$ cat src/rtl/uart_bridge.sv
// uart_bridge: byte-handshake UART responder, 8N1 serial TX/RX each buffered by a FIFO.
// Optional macro UART_BRIDGE_LOOPBACK_EN adds a `loopback` input that feeds the internal txd into RX.
module uart_bridge #(
  parameter int CLK_PER_BIT     = 868,
  parameter int FIFO_DEPTH_LOG2 = 4
) (
`ifdef UART_BRIDGE_LOOPBACK_EN
  input  logic       loopback,
`endif
  input  logic       clk,
  input  logic       reset,
  input  logic [7:0] uart_in_data,
  input  logic       uart_in_valid,
  output logic       uart_in_ready,
  input  logic       uart_out_valid,
  output logic [7:0] uart_out_data,
  output logic       uart_out_ready,
  output logic       txd,
  input  logic       rxd,
  output logic       tx_busy,
  output logic       rx_overrun,
  output logic       rx_frame_err
);
  localparam int DEPTH = 1 << FIFO_DEPTH_LOG2;
  localparam int PW    = FIFO_DEPTH_LOG2;
  localparam int NW    = FIFO_DEPTH_LOG2 + 1;
  localparam int CW    = $clog2(CLK_PER_BIT);
  localparam logic [CW-1:0] BIT_LAST   = CW'(CLK_PER_BIT - 1);
  localparam logic [CW-1:0] HALF_LAST  = CW'(CLK_PER_BIT / 2 - 1);
  localparam logic [NW-1:0] COUNT_FULL = NW'(DEPTH);

  typedef enum logic [1:0] {
    ST_IDLE  = 2'd0,
    ST_START = 2'd1,
    ST_DATA  = 2'd2,
    ST_STOP  = 2'd3
  } state_t;

  logic [7:0]    r_tx_mem [DEPTH];
  logic [PW-1:0] r_tx_wptr, r_tx_rptr;
  logic [NW-1:0] r_tx_count, w_tx_count_n;
  logic          r_in_ready, r_tx_busy, r_txd, w_txd_n;
  logic          w_tx_push, w_tx_pop, w_tx_full, w_tx_empty;
  logic [7:0]    w_tx_head, r_tx_shift, w_tx_shift_n;
  state_t        r_tx_state, w_tx_state_n;
  logic [CW-1:0] r_tx_cnt, w_tx_cnt_n;
  logic [2:0]    r_tx_bit, w_tx_bit_n;

  logic [7:0]    r_rx_mem [DEPTH];
  logic [PW-1:0] r_rx_wptr, r_rx_rptr;
  logic [NW-1:0] r_rx_count, w_rx_count_n;
  logic          r_rx_meta, r_rx_sync, r_rx_prev, w_rx_src, w_rx_fall;
  state_t        r_rx_state, w_rx_state_n;
  logic [CW-1:0] r_rx_cnt, w_rx_cnt_n;
  logic [2:0]    r_rx_bit, w_rx_bit_n;
  logic [7:0]    r_rx_shift, w_rx_shift_n, r_out_data;
  logic          w_rx_done, w_rx_bad, w_rx_pop, w_rx_push, w_rx_full, w_rx_empty;
  logic          r_out_ready, r_rx_overrun, r_rx_frame_err;

  assign w_tx_full  = (r_tx_count == COUNT_FULL);
  assign w_tx_empty = (r_tx_count == NW'(0));
  assign w_tx_head  = r_tx_mem[r_tx_rptr];
  // Ready is only raised when a slot is free, so the following push can never overflow.
  assign w_tx_push  = uart_in_valid && r_in_ready;

  always_comb begin
    case ({w_tx_push, w_tx_pop})
      2'b10:   w_tx_count_n = r_tx_count + NW'(1);
      2'b01:   w_tx_count_n = r_tx_count - NW'(1);
      default: w_tx_count_n = r_tx_count;
    endcase
  end

  always_ff @(posedge clk or posedge reset) begin
    if (reset) begin
      r_in_ready <= 1'b0;
      r_tx_wptr  <= '0;
      r_tx_rptr  <= '0;
      r_tx_count <= '0;
    end else begin
      r_in_ready <= uart_in_valid && !r_in_ready && !w_tx_full;
      r_tx_count <= w_tx_count_n;
      if (w_tx_push) r_tx_wptr <= r_tx_wptr + PW'(1);
      if (w_tx_pop)  r_tx_rptr <= r_tx_rptr + PW'(1);
    end
  end

  always_ff @(posedge clk) begin
    if (w_tx_push) r_tx_mem[r_tx_wptr] <= uart_in_data;
  end

  always_comb begin
    w_tx_state_n = r_tx_state;
    w_tx_cnt_n   = r_tx_cnt + CW'(1);
    w_tx_bit_n   = r_tx_bit;
    w_tx_shift_n = r_tx_shift;
    w_txd_n      = r_txd;
    w_tx_pop     = 1'b0;
    case (r_tx_state)
      ST_IDLE: begin
        w_tx_cnt_n = '0;
        if (!w_tx_empty) begin
          w_tx_pop     = 1'b1;
          w_tx_shift_n = w_tx_head;
          w_tx_state_n = ST_START;
          w_txd_n      = 1'b0;
        end else begin
          w_txd_n = 1'b1;
        end
      end
      ST_START: begin
        if (r_tx_cnt == BIT_LAST) begin
          w_tx_cnt_n   = '0;
          w_tx_bit_n   = 3'd0;
          w_txd_n      = r_tx_shift[0];
          w_tx_shift_n = {1'b0, r_tx_shift[7:1]};
          w_tx_state_n = ST_DATA;
        end else begin
          w_txd_n = 1'b0;
        end
      end
      ST_DATA: begin
        if (r_tx_cnt == BIT_LAST) begin
          w_tx_cnt_n = '0;
          if (r_tx_bit == 3'd7) begin
            w_txd_n      = 1'b1;
            w_tx_state_n = ST_STOP;
          end else begin
            w_tx_bit_n   = r_tx_bit + 3'd1;
            w_txd_n      = r_tx_shift[0];
            w_tx_shift_n = {1'b0, r_tx_shift[7:1]};
          end
        end else begin
          w_tx_bit_n = r_tx_bit;
        end
      end
      ST_STOP: begin
        // Chain straight into the next start bit so queued frames leave without an idle gap.
        if (r_tx_cnt == BIT_LAST) begin
          w_tx_cnt_n = '0;
          if (!w_tx_empty) begin
            w_tx_pop     = 1'b1;
            w_tx_shift_n = w_tx_head;
            w_tx_state_n = ST_START;
            w_txd_n      = 1'b0;
          end else begin
            w_tx_state_n = ST_IDLE;
          end
        end else begin
          w_txd_n = 1'b1;
        end
      end
      default: begin
        w_tx_state_n = ST_IDLE;
        w_txd_n      = 1'b1;
      end
    endcase
  end

  always_ff @(posedge clk or posedge reset) begin
    if (reset) begin
      r_tx_state <= ST_IDLE;
      r_tx_cnt   <= '0;
      r_tx_bit   <= 3'd0;
      r_tx_shift <= 8'd0;
      r_txd      <= 1'b1;
      r_tx_busy  <= 1'b0;
    end else begin
      r_tx_state <= w_tx_state_n;
      r_tx_cnt   <= w_tx_cnt_n;
      r_tx_bit   <= w_tx_bit_n;
      r_tx_shift <= w_tx_shift_n;
      r_txd      <= w_txd_n;
      r_tx_busy  <= (w_tx_count_n != NW'(0)) || (w_tx_state_n != ST_IDLE);
    end
  end

`ifdef UART_BRIDGE_LOOPBACK_EN
  assign w_rx_src = loopback ? r_txd : rxd;
`else
  assign w_rx_src = rxd;
`endif

  always_ff @(posedge clk or posedge reset) begin
    if (reset) begin
      r_rx_meta <= 1'b1;
      r_rx_sync <= 1'b1;
      r_rx_prev <= 1'b1;
    end else begin
      r_rx_meta <= w_rx_src;
      r_rx_sync <= r_rx_meta;
      r_rx_prev <= r_rx_sync;
    end
  end

  // A falling edge needs a high sample first, so a line stuck low after a bad frame is ignored.
  assign w_rx_fall = r_rx_prev && !r_rx_sync;

  always_comb begin
    w_rx_state_n = r_rx_state;
    w_rx_cnt_n   = r_rx_cnt + CW'(1);
    w_rx_bit_n   = r_rx_bit;
    w_rx_shift_n = r_rx_shift;
    w_rx_done    = 1'b0;
    w_rx_bad     = 1'b0;
    case (r_rx_state)
      ST_IDLE: begin
        w_rx_cnt_n = '0;
        if (w_rx_fall) w_rx_state_n = ST_START;
        else           w_rx_state_n = ST_IDLE;
      end
      ST_START: begin
        if (r_rx_cnt == HALF_LAST) begin
          w_rx_cnt_n   = '0;
          w_rx_bit_n   = 3'd0;
          w_rx_state_n = r_rx_sync ? ST_IDLE : ST_DATA;
        end else begin
          w_rx_state_n = ST_START;
        end
      end
      ST_DATA: begin
        if (r_rx_cnt == BIT_LAST) begin
          w_rx_cnt_n   = '0;
          w_rx_shift_n = {r_rx_sync, r_rx_shift[7:1]};
          w_rx_bit_n   = r_rx_bit + 3'd1;
          w_rx_state_n = (r_rx_bit == 3'd7) ? ST_STOP : ST_DATA;
        end else begin
          w_rx_state_n = ST_DATA;
        end
      end
      ST_STOP: begin
        if (r_rx_cnt == BIT_LAST) begin
          w_rx_cnt_n   = '0;
          w_rx_done    = r_rx_sync;
          w_rx_bad     = !r_rx_sync;
          w_rx_state_n = ST_IDLE;
        end else begin
          w_rx_state_n = ST_STOP;
        end
      end
      default: w_rx_state_n = ST_IDLE;
    endcase
  end

  assign w_rx_full  = (r_rx_count == COUNT_FULL);
  assign w_rx_empty = (r_rx_count == NW'(0));
  assign w_rx_pop   = uart_out_valid && !r_out_ready && !w_rx_empty;
  // Pop-then-push: a read on the same edge frees the slot the new byte needs.
  assign w_rx_push  = w_rx_done && (!w_rx_full || w_rx_pop);

  always_comb begin
    case ({w_rx_push, w_rx_pop})
      2'b10:   w_rx_count_n = r_rx_count + NW'(1);
      2'b01:   w_rx_count_n = r_rx_count - NW'(1);
      default: w_rx_count_n = r_rx_count;
    endcase
  end

  always_ff @(posedge clk or posedge reset) begin
    if (reset) begin
      r_rx_state     <= ST_IDLE;
      r_rx_cnt       <= '0;
      r_rx_bit       <= 3'd0;
      r_rx_shift     <= 8'd0;
      r_rx_wptr      <= '0;
      r_rx_rptr      <= '0;
      r_rx_count     <= '0;
      r_out_ready    <= 1'b0;
      r_out_data     <= 8'd0;
      r_rx_overrun   <= 1'b0;
      r_rx_frame_err <= 1'b0;
    end else begin
      r_rx_state  <= w_rx_state_n;
      r_rx_cnt    <= w_rx_cnt_n;
      r_rx_bit    <= w_rx_bit_n;
      r_rx_shift  <= w_rx_shift_n;
      r_rx_count  <= w_rx_count_n;
      r_out_ready <= w_rx_pop;
      if (w_rx_pop)  r_out_data <= r_rx_mem[r_rx_rptr];
      if (w_rx_pop)  r_rx_rptr  <= r_rx_rptr + PW'(1);
      if (w_rx_push) r_rx_wptr  <= r_rx_wptr + PW'(1);
      if (w_rx_done && !w_rx_push) r_rx_overrun <= 1'b1;
      if (w_rx_bad) r_rx_frame_err <= 1'b1;
    end
  end

  always_ff @(posedge clk) begin
    if (w_rx_push) r_rx_mem[r_rx_wptr] <= r_rx_shift;
  end

  assign uart_in_ready  = r_in_ready;
  assign uart_out_ready = r_out_ready;
  assign uart_out_data  = r_out_data;
  assign txd            = r_txd;
  assign tx_busy        = r_tx_busy;
  assign rx_overrun     = r_rx_overrun;
  assign rx_frame_err   = r_rx_frame_err;
endmodule

$ cat config.mk
export PLATFORM = sky130hd
export DESIGN_NAME = uart_bridge
export DESIGN_NICKNAME = d
export VERILOG_FILES = /design/src/rtl/uart_bridge.sv
export SDC_FILE = /design/constraint.sdc
export NUM_CORES = 1
export LEC_CHECK = 0
export CELL_PAD_IN_SITES_DETAIL_PLACEMENT = 1
export CELL_PAD_IN_SITES_GLOBAL_PLACEMENT = 1
export CORE_ASPECT_RATIO = 1.25
export CORE_UTILIZATION = 35
export CTS_CLUSTER_SIZE = 20
export DETAILED_ROUTE_END_ITERATION = 12
export MAX_ROUTING_LAYER = met4
export PLACE_DENSITY_LB_ADDON = 0.1
export SYNTH_ARGS = -nofsm -noshare
export SYNTH_HDL_FRONTEND = slang
export SYNTH_SLANG_ARGS = --single-unit
$ cat constraint.sdc
create_clock -name clk -period 3.58 [get_ports clk]
set_input_delay 1.074 -clock clk [delete_from_list [all_inputs] [get_ports clk]]
set_output_delay 1.074 -clock clk [all_outputs]
set_load 0.1 [all_outputs]
==> results.ini <==
[pwr]
p_total_mw=9.742
worst_ir_drop_vdd_v=0.0003839
power_switching_mw=2.416
power.share.clock_pct=40.0
power_frac_seq_pct=49.0
power_density_nw_per_um2=581.3
switching_share_pct=24.80
share_comb_of_total_power_pct=11.1
p_int_mw=7.326
p_leak_nw=6.507

[global_routing]
antenna_found_initial=0
grt_usage_pct=16.22
grt_pass1_vias=8618
grt_overflow=0
grt_start_max_net_pins=52
grt_pass1_wl_um=50340

[cells_and_area]
syn2layout_area_growth_pct=16.21
seqCellArea_um2=9922
final_nets=987
num-fill-cells=3930
final_core_util_pct=41.56
antenna_cells=0
multiInputGateArea_um2=4277
drive_gt1_share_pct=21.99

[min_path]
min_from=r_rx_meta
hold_class=register to register

[synth]
syn_area_um2=14420
yosys-top-cells-count=256 x edfxtp_1, 85 x dfrtp_1, 60 x nand2_1
synth_edf_count=256
synth_flop_cell=edfxtp_1
synth_area_leaders=edfxtp_1 53%, dfrtp_1 15%, mux4_2 9.2%
synth_cells=879
synth_area_leader_cell=edfxtp_1
ys_types=61
ys_ff_latch=345
yosysTopAreaCellShare_pct=53.31
synth.most_common_cell=edfxtp_1
synthArstFlopShare_pct=25.80
ys_seq_area_share_pct=68.79
synth_warnings=0
synth_area_per_cell_um2=16.41
synth_fp_nets=920

[setup_path]
cp_num_buf_inv=0
crit_start=r_tx_cnt[0]
crit_path_end_kind=register
worstSetupPathType=register to register
cpPeakStageDelay_ps=540
cp_top_family=simple AND/OR/NAND/NOR gates
arrival_ps=3720
critPathSlowestCell=or4_1
crit_path_start_kind=register
path_cells=ha_1 -> nor3b_4 -> a41oi_2 -> or2_2 -> xnor2_1 -> ha_1 -> a21oi_1 -> nor3_1 -> nor3_1 -> xor2_1 -> or4_1
cp_data_required_time_ps=3970
r2r_slack_ps=260
cp_max_fo=6
rr_startpoint=r_tx_cnt[0]

[sta]
finClkSkew_ps=14.97
hold_viol=0
tightest_slew_ps=823.7
slew_viol_final=0
timing.fmax_ghz=0.3009
relSlewSlack_pct=45.09
rsz0062_at_grt=false
setup_violations=0
period_share_pct=92.82
fin_crit_ps=3323

[clock_network]
cts_sinks=345
clockBufferDepth=3
cts_buffers=37
path_clk_slew_ps=60
clock_latency_ps=530
cts_setup_buffers=0
cts_tree=yes
cts_resized=0
cts-root-buf=clkbuf_16
htreeDepth=2
cts-hold-fix-buffers=0

[detailed_routing]
drc=0
ant_nets=0
vias_per_cell=5.039
totalWireLength_um=31940
drtPass1Iterations=4
drt-initial-drc-count=404
num_vias=7654
routedWlPerCell_um=21.03

[floorplanning]
initial_core_util_pct=35.76
core_um2=40320
rows=82
dieWidth_um=183.6
die_area_um2=42020
ios=27
die_h_um=228.9

[placed_design]
place_congestion=0.8523
dp_hpwl_um=22020
port_buffers=26

[run]
maxCapViolCount=0

[outcome]
status=completed

[cell families (layout without fill, tap and decap cells)]
| family | count (synthesis) | after routing | synth area share [%] |
|---|---|---|---|
| AOI/OAI and AO/OA | 91 | 91 | 4.321 |
| xor gates and xnor gates | 37 | 37 | 2.247 |
| adders and majority gates | 28 | 28 | 2.482 |
| buffers and inverters | 62 | 156 | 1.718 |
| DFF | 345 | 345 | 68.79 |
| muxes | 117 | 117 | 13.53 |
| and+or+nand+nor | 199 | 199 | 6.915 |
[stage by stage]
step | hold WS, ps | setup TNS [ps] | setup WS [ps] | area, um2 | std cells
floorplan | 345.2 | 0 | 205.7 | 14420 | 879
global placement | 346.5 | -11.61 | -11.61 | 15510 | 1453
detailed placement | 354.1 | -212.9 | -212.9 | 15510 | 1453
CTS | 362.8 | 0 | 155.7 | 16730 | 1519
global route | 365.7 | 0 | 2.446 | 16760 | 1519
finish | 360.8 | 0 | 257.0 | 16760 | 1519
[placed cells by master (no fill, tap or decap), drive strengths merged, types with 12 or more instances in the layout]
master         instances
edfxtp               256
dfrtp                 85
nand2                 60
mux4                  59
buf                   56
nor2                  51
clkbuf                49
mux2i                 31
ha                    27
mux2                  27
xnor2                 24
inv                   23
o21ai                 23
a221oi                17
a21oi                 16
nand3                 16
and2                  14
xor2                  13
clkdlybuf4s50         12
[per-layer routing]
metal  track usage, %  up-vias  part of all wire, %
met5                -        -                    0
met3            2.868       62                  3.2
li1                 -     3507                    -
met1            18.25     3990                   40
met2            29.08       95                   55
met4            4.766        0                  2.4
[worst register-to-register path, delay by kind of cell, from the launching register on]
kind,cells,cell delay [ps]
DFF,1,390
and+or+nand+nor,5,1550
adders and majority gates,2,530
xor gates and xnor gates,2,260
AOI/OAI and AO/OA,2,470
[power groups by stage]
stage	logic, mW	registers, mW	clock network, mW
global route	1.19	4.81	4.15
finish	1.08	4.77	3.90
global placement	1.05	4.84	0
CTS	1.10	4.78	4.03
floorplan	0.878	4.70	0
detailed placement	1.10	4.85	0
[flip-flops by register name, indices dropped and copies added, names as in the netlist, 3 cells and up]
name	flops
r_rx_mem	128
r_tx_mem	128
r_rx_cnt	10
r_tx_cnt	10
r_rx_shift	8
r_tx_shift	8
uart_out_data	8
r_rx_count	5
r_tx_count	5
r_rx_rptr	4
r_rx_wptr	4
r_tx_rptr	4
r_tx_wptr	4
r_rx_bit	3
r_tx_bit	3
[area by class of cell]
cell class	count	area share, %
Clock inverter	17	1.277
Tap cell	546	4.077
Sequential cell	345	59.21
Timing Repair Buffer	68	3.375
Inverter	22	0.5077
Clock buffer	49	6.033
Multi-Input combinational cell	472	25.52
[path summary, 6_finish.rpt]
path,depth (start not counted),endpoint
max in group asynchronous,3,txd
min,0,r_rx_sync
min in group asynchronous,2,r_rx_rptr[1]
min reg2reg,0,r_rx_sync
max,11,tx_busy
max reg2reg,11,tx_busy
Power figures use the tool's default switching activity.
